$ cat src/rtl/pc_pkg.sv
`default_nettype none
// +--------------------------------------------------------------------+
// | pc_pkg: shared constants and encodings for the next-PC unit        |
// | Rev 1.0                                                            |
// +--------------------------------------------------------------------+
package pc_pkg;

    localparam logic [31:0] DEF_RESET_PC   = 32'h0000_3000;
    localparam logic [31:0] DEF_EXC_VECTOR = 32'h0000_4180;

    typedef enum logic [2:0] {
        SEL_SEQ = 3'd0,
        SEL_BR  = 3'd1,
        SEL_J   = 3'd2,
        SEL_JR  = 3'd3,
        SEL_EXC = 3'd4
    } sel_t;

    typedef enum logic [0:0] {
        ST_IDLE = 1'b0,
        ST_PEND = 1'b1
    } ds_state_t;

endpackage
`default_nettype wire

$ cat src/rtl/jump_target_gen.sv
`default_nettype none
// +--------------------------------------------------------------------+
// | jump_target_gen: branch / jump / jump-register target arithmetic   |
// | Rev 1.0                                                            |
// +--------------------------------------------------------------------+
module jump_target_gen #(
    parameter int ADDR_W   = 32,
    parameter int REGION_W = 4,
    parameter int JIDX_W   = ADDR_W - REGION_W - 2
) (
    input  logic [ADDR_W-1:0] pc4,
    input  logic [15:0]       branch_off,
    input  logic [JIDX_W-1:0] jump_index,
    input  logic [ADDR_W-1:0] reg_target,
    output logic [ADDR_W-1:0] br_tgt,
    output logic [ADDR_W-1:0] j_tgt,
    output logic [ADDR_W-1:0] jr_tgt,
    output logic              jr_misalign
);

    logic [ADDR_W-1:0] w_br_off;

    // Word offset scaled to bytes, then sign-extended to the address width
    assign w_br_off    = ADDR_W'($signed({branch_off, 2'b00}));
    assign br_tgt      = pc4 + w_br_off;
    assign j_tgt       = {pc4[ADDR_W-1 -: REGION_W], jump_index, 2'b00};
    assign jr_tgt      = {reg_target[ADDR_W-1:2], 2'b00};
    assign jr_misalign = |reg_target[1:0];

endmodule
`default_nettype wire

$ cat src/rtl/next_pc_unit.sv
`default_nettype none
// +--------------------------------------------------------------------+
// | next_pc_unit: PC register, priority next-PC select, delay-slot FSM |
// | Rev 1.0                                                            |
// +--------------------------------------------------------------------+
module next_pc_unit
    import pc_pkg::*;
#(
    parameter int              ADDR_W     = 32,
    parameter int              REGION_W   = 4,
    parameter logic [ADDR_W-1:0] RESET_PC   = ADDR_W'(DEF_RESET_PC),
    parameter logic [ADDR_W-1:0] EXC_VECTOR = ADDR_W'(DEF_EXC_VECTOR),
    parameter bit              DELAY_SLOT = 1'b0,
    localparam int             JIDX_W     = ADDR_W - REGION_W - 2
) (
    input  logic              clk,
    input  logic              rst_n,
    input  logic              stall,
    input  logic              take_branch,
    input  logic [15:0]       branch_off,
    input  logic              jump,
    input  logic [JIDX_W-1:0] jump_index,
    input  logic              jump_reg,
    input  logic [ADDR_W-1:0] reg_target,
    input  logic              exc,
    output logic [ADDR_W-1:0] pc,
    output logic [ADDR_W-1:0] pc4,
    output logic              redirect_pending,
    output logic              jr_misalign
);

    logic [ADDR_W-1:0] r_pc, r_pend_tgt;
    logic              r_misalign;
    ds_state_t         r_state;

    logic [ADDR_W-1:0] w_pc4, w_br_tgt, w_j_tgt, w_jr_tgt, w_tgt;
    logic [ADDR_W-1:0] w_pc_next, w_pend_next;
    logic              w_jr_mis, w_misalign_next;
    ds_state_t         w_state_next;
    sel_t              w_sel;

    assign w_pc4 = r_pc + ADDR_W'(4);

    jump_target_gen #(
        .ADDR_W   (ADDR_W),
        .REGION_W (REGION_W),
        .JIDX_W   (JIDX_W)
    ) u_tgt (
        .pc4         (w_pc4),
        .branch_off  (branch_off),
        .jump_index  (jump_index),
        .reg_target  (reg_target),
        .br_tgt      (w_br_tgt),
        .j_tgt       (w_j_tgt),
        .jr_tgt      (w_jr_tgt),
        .jr_misalign (w_jr_mis)
    );

    always_comb begin
        w_sel = SEL_SEQ;
        if (exc)              w_sel = SEL_EXC;
        else if (jump_reg)    w_sel = SEL_JR;
        else if (jump)        w_sel = SEL_J;
        else if (take_branch) w_sel = SEL_BR;
    end

    always_comb begin
        w_tgt = w_pc4;
        case (w_sel)
            SEL_BR:  w_tgt = w_br_tgt;
            SEL_J:   w_tgt = w_j_tgt;
            SEL_JR:  w_tgt = w_jr_tgt;
            SEL_EXC: w_tgt = EXC_VECTOR;
            default: w_tgt = w_pc4;
        endcase
    end

    // Exception overrides stall; in PEND the latched target is applied and new redirects dropped
    always_comb begin
        w_pc_next       = r_pc;
        w_pend_next     = r_pend_tgt;
        w_state_next    = r_state;
        w_misalign_next = 1'b0;
        if (exc) begin
            w_pc_next    = EXC_VECTOR;
            w_pend_next  = '0;
            w_state_next = ST_IDLE;
        end else if (!stall) begin
            if (DELAY_SLOT == 1'b0) begin
                w_pc_next       = w_tgt;
                w_misalign_next = jump_reg & w_jr_mis;
            end else begin
                case (r_state)
                    ST_IDLE: begin
                        w_pc_next = w_pc4;
                        if (w_sel != SEL_SEQ) begin
                            w_pend_next     = w_tgt;
                            w_state_next    = ST_PEND;
                            w_misalign_next = jump_reg & w_jr_mis;
                        end
                    end
                    ST_PEND: begin
                        w_pc_next    = r_pend_tgt;
                        w_state_next = ST_IDLE;
                    end
                    default: w_state_next = ST_IDLE;
                endcase
            end
        end
    end

    always_ff @(posedge clk) begin
        if (!rst_n) begin
            r_pc       <= RESET_PC;
            r_pend_tgt <= '0;
            r_state    <= ST_IDLE;
            r_misalign <= 1'b0;
        end else begin
            r_pc       <= w_pc_next;
            r_pend_tgt <= w_pend_next;
            r_state    <= w_state_next;
            r_misalign <= w_misalign_next;
        end
    end

    assign pc               = r_pc;
    assign pc4              = w_pc4;
    assign redirect_pending = (r_state == ST_PEND);
    assign jr_misalign      = r_misalign;

endmodule
`default_nettype wire

$ cat config.mk
export PLATFORM = sky130hd
export DESIGN_NAME = next_pc_unit
export DESIGN_NICKNAME = d
export VERILOG_FILES = /design/src/rtl/pc_pkg.sv /design/src/rtl/jump_target_gen.sv /design/src/rtl/next_pc_unit.sv
export SDC_FILE = /design/constraint.sdc
export NUM_CORES = 1
export LEC_CHECK = 0
export ABC_AREA = 1
export BUFFER_PORTS_ARGS = -buffer_cell sky130_fd_sc_hd__buf_2
export CAP_MARGIN = 20
export CELL_PAD_IN_SITES_DETAIL_PLACEMENT = 0
export CELL_PAD_IN_SITES_GLOBAL_PLACEMENT = 1
export CORE_ASPECT_RATIO = 0.6
export CORE_UTILIZATION = 30
export CTS_BUF_LIST = sky130_fd_sc_hd__clkbuf_4 sky130_fd_sc_hd__clkbuf_8
export DETAILED_ROUTE_END_ITERATION = 8
export PLACE_DENSITY_LB_ADDON = 0.1
export SLEW_MARGIN = 40
export SYNTH_ARGS = -nofsm -noshare
export SYNTH_HDL_FRONTEND = slang
export SYNTH_SLANG_ARGS = --single-unit
$ cat constraint.sdc
create_clock -name clk -period 8.5 [get_ports clk]
set_input_delay 0.425 -clock clk [delete_from_list [all_inputs] [get_ports clk]]
set_output_delay 0.425 -clock clk [all_outputs]
set_load 0.02 [all_outputs]
==> metrics.md <==
| Metric | Value |
|---|---|
| Status | `finished with violations` |
| Failing checks | `design-rule violations` |
| Post-Syn Nets | `between 900 and 1,000` |
| Full die area | `approximately 17,000 µm²` |
| Combinational share of power | `between 40 and 50%` |
| Max Freq | `0.263 GHz` |
| GRT Overall Usage | `26.1%` |
| Slew Limit Fails | `0` |
| Sw power | `between 200 and 250 µW` |
| Max IR drop VDD | `0.0000456 V` |
| Root buf cell | `clkbuf_8` |
| Number of nets in the layout | `~1,100` |
| Area grow syn2layout | `20.7%` |
| Top-count cell post-synth | `nand2_1` |
| Residual DRC count | `16` |
| Count of cell types in the netlist | `45` |
| WL final | `~21,000 µm` |
| Pin count of the biggest net entering global routing | `42` |
| Clk buf depth | `2` |
| Initial DRC Count | `389` |
| Worst Min Path Start | `rst_n` |
| Main combinational cell family by area after synthesis | `simple AND/OR/NAND/NOR gates` |
| Crit Path Max Fanout | `5` |
| Main synth FF type | `dfxtp_1` |
| Synthesized area | `between 4000 and 5000 µm²` |
| Post-synth top area cell | `nand2_1` |
| I/O pin total | `approximately 150` |
| Final hold vios | `0` |
| Compound-gate portion of the synthesized area | `between 15 and 20%` |
| Most frequent cells after synthesis | `nand2_1, inv_1, nor2_1` |
| CP arrival | `between 4 and 5 ns` |
| Ys async rst share | `0%` |
| Sequential share of the synthesized area | `between 10% and 20%` |
| CP Launch Type | `flip-flop` |
| H-tree depth | `2` |
| Multiplexer share of the synthesized area | `0%` |
| Hold buffers post-CTS | `0` |
| Syn avg cell area | `about 5.6 µm²` |
| Clock sinks | `33` |
| Worst R2R Path Depth | `16` |
| Initial antenna violation count | `3` |
| Worst endpoint required time | `8.76 ns` |
| Rel. slew slack | `between 50 and 60%` |
| GRT overflow | `0` |
| Total iterations of the first detailed-routing run | `7` |
| Critical Path End Type | `flip-flop` |
| Cts repair resizes | `0` |
| WP buf/inv | `3` |
| Clk slew on worst S/H paths | `roughly 0.080 ns` |
| Layout cells sized above 1 | `a little under a fifth` |
| Leak | `about 3.2 nW` |
| Most used cell, CP | `nand2_1` |
| First-pass GRT wire length | `about 33,000 µm` |
| Crit-path cells | `nand2_1 -> nor3_1 -> and3_1 -> xor2_1 -> inv_1 -> ha_1 -> nand2_1 -> o21ai_0 -> inv_1 -> nand3_1 -> nand2_1 -> nand2_1 -> o21ai_0 -> o21bai_1 -> o21ai_1 -> inv_1` |
| Final period utilization | `44.7%` |
| RePlAce Congestion | `around 0.94` |
| Internal power | `295 µW` |
| Avg WL per Cell | `approximately 18 µm` |
| Ys Warns | `0` |
| Hpwl dp | `around 18,000 µm` |
| Horiz. Die Dim | `about 170 µm` |
| Switching share of power | `44.0%` |
| WP depth | `16` |
| Synth Register Bits | `33` |
| Sequential share of power | `between 30 and 40%` |
| Tmin final | `approximately 3.8 ns` |
| Cell Rows | `35` |
| Power share of the clock group | `~23%` |
| Crit-path leading delay family | `simple AND/OR/NAND/NOR gates` |
| Post-CTS setup buffer count | `0` |
| Layout Skew | `~0.012 ns` |
| Worst skew pair latency | `0.31 ns` |
| Final setup violation count | `0` |
| Hold Path Class | `in2reg` |
| Pwr dens | `90.0 nW/µm²` |
| Cell with the largest stage delay on the worst path | `nor3_1` |
| Port bufs | `approximately 150` |
| Starting density of the core | `approximately 31%` |
| Vias in the first global route | `~5,600` |
| Number of CTS-inserted buffers | `5` |
| Routed vias | `a little under 6,000` |
| RSZ-0062 raised after global routing | `no` |
| EDFF count, synth | `0` |
| Yosys top cell area share | `20.9%` |
| RR Startpoint | `pc[8]$_SDFFE_PN0P_` |
| CTS tree | `built` |
| CP max stage delay | `roughly 0.45 ns` |
| Die H | `roughly 100 µm` |
| Core area | `15,600 µm²` |
| Placement Setup Slack | `roughly 4.8 ns` |
| Post-Synth XOR/XNOR Area | `3.43%` |
| Via density | `roughly 5` |
| WS Path Type | `reg2reg` |
| Slew @ Worst Pin | `approximately 0.6 ns` |
| Setup ws final | `between 4 and 5 ns` |
| Cells after synthesis | `roughly 870` |
| Adder-cell area share of the yosys netlist | `9.70%` |
| Max Cap Viol | `0` |
| Setup_tns | `0 ns` |
| Synth area leaders | `nand2_1, dfxtp_1, inv_1` |
| Crit path from | `pc[8]$_SDFFE_PN0P_` |
| Hold path cells | `2` |
| Simple-Gate Fraction of Synth Area | `42.9%` |
| ANT nets after route | `0` |
state kept, by name, indices dropped and copies added (netlist names), named ones only:
name,cells
jr_misalign,1
pc,30
routing by layer:
metal | up-vias | track usage [%] | share of wire [%]
li1 | 3078 | - | -
met5 | - | 0 | 0.037
met2 | 233 | 37.1 | 38
met3 | 17 | 5.30 | 8.2
met1 | 2633 | 40.2 | 53
met4 | 2 | 3.81 | 0.78
power by group through the flow:
stage / combinational (mW) / clock, mW / sequential (mW)
final: 0.236 / 0.119 / 0.171
after detailed placement: 0.234 / 0 / 0.175
after floorplan: 0.139 / 0 / 0.181
after CTS: 0.235 / 0.120 / 0.171
after global placement: 0.235 / 0 / 0.175
after global routing: 0.263 / 0.128 / 0.172
worst reg2reg max path, cell delays in order, from the launching register on:
cell and delay (ns):
dfxtp_1 0.43, nand2_1 0.16, nor3_1 0.45, and3_1 0.35
xor2_1 0.25, inv_1 0.14, ha_1 0.29, nand2_1 0.08
o21ai_0 0.41, inv_1 0.10, nand3_1 0.33, nand2_1 0.09
nand2_1 0.11, o21ai_0 0.08, o21bai_1 0.31, o21ai_1 0.11
inv_1 0.05
layout make-up:
cell class / instances / area, µm²
Clock inverter: 1 / 5.00
Tap cell: 203 / 254
Inverter: 133 / 499
Clock buffer: 5 / 68.8
Sequential cell: 33 / 661
Multi-Input combinational cell: 682 / 3590
Fill cell: 1805 / 9740
Antenna cell: 2 / 5.00
Timing Repair Buffer: 151 / 771
cell families after synthesis:
group,count (synthesis)
compound gates,147
xor+xnor,19
fa+ha+maj,37
flops,33
simple gates,478
buf+inv,157
other cells,1
metrics by stage:
stage	util [%]	area, µm²	hold slack (ns)	instances	power (mW)
floorplan	-	4850	0.509	872	0.320
global placement	37.0	5770	0.460	1202	0.410
detailed placement	37.0	5770	0.463	1202	0.408
CTS	37.5	5840	0.331	1208	0.526
global route	37.5	5850	0.327	1208	0.563
finish	37.6	5850	0.338	1210	0.527
cell usage in the layout, fill, tap and decap left out, drive strengths merged, types with 9 or more instances in the layout:
| cell type | Yosys | routed |
|---|---|---|
| ha | 36 | 36 |
| o21ai | 46 | 46 |
| a221oi | 10 | 10 |
| nor3 | 12 | 12 |
| nand2 | 277 | 277 |
| xor2 | 15 | 15 |
| o21bai | 9 | 9 |
| dfxtp | 33 | 33 |
| or2 | 9 | 9 |
| nor2 | 96 | 96 |
| buf | 13 | 151 |
| a21oi | 64 | 64 |
| inv | 132 | 132 |
| nand4 | 16 | 16 |
| nand3 | 55 | 55 |
worst paths after layout:
check             slack [ns]                  end
hold reg to reg         0.49            flip-flop
setup / recovery        4.70  pc[22]$_SDFFE_PP0N_
hold / removal          0.34  pc[13]$_SDFFE_PN1P_
setup reg to reg        4.70  pc[22]$_SDFFE_PP0N_
Power figures use the tool's default switching activity.
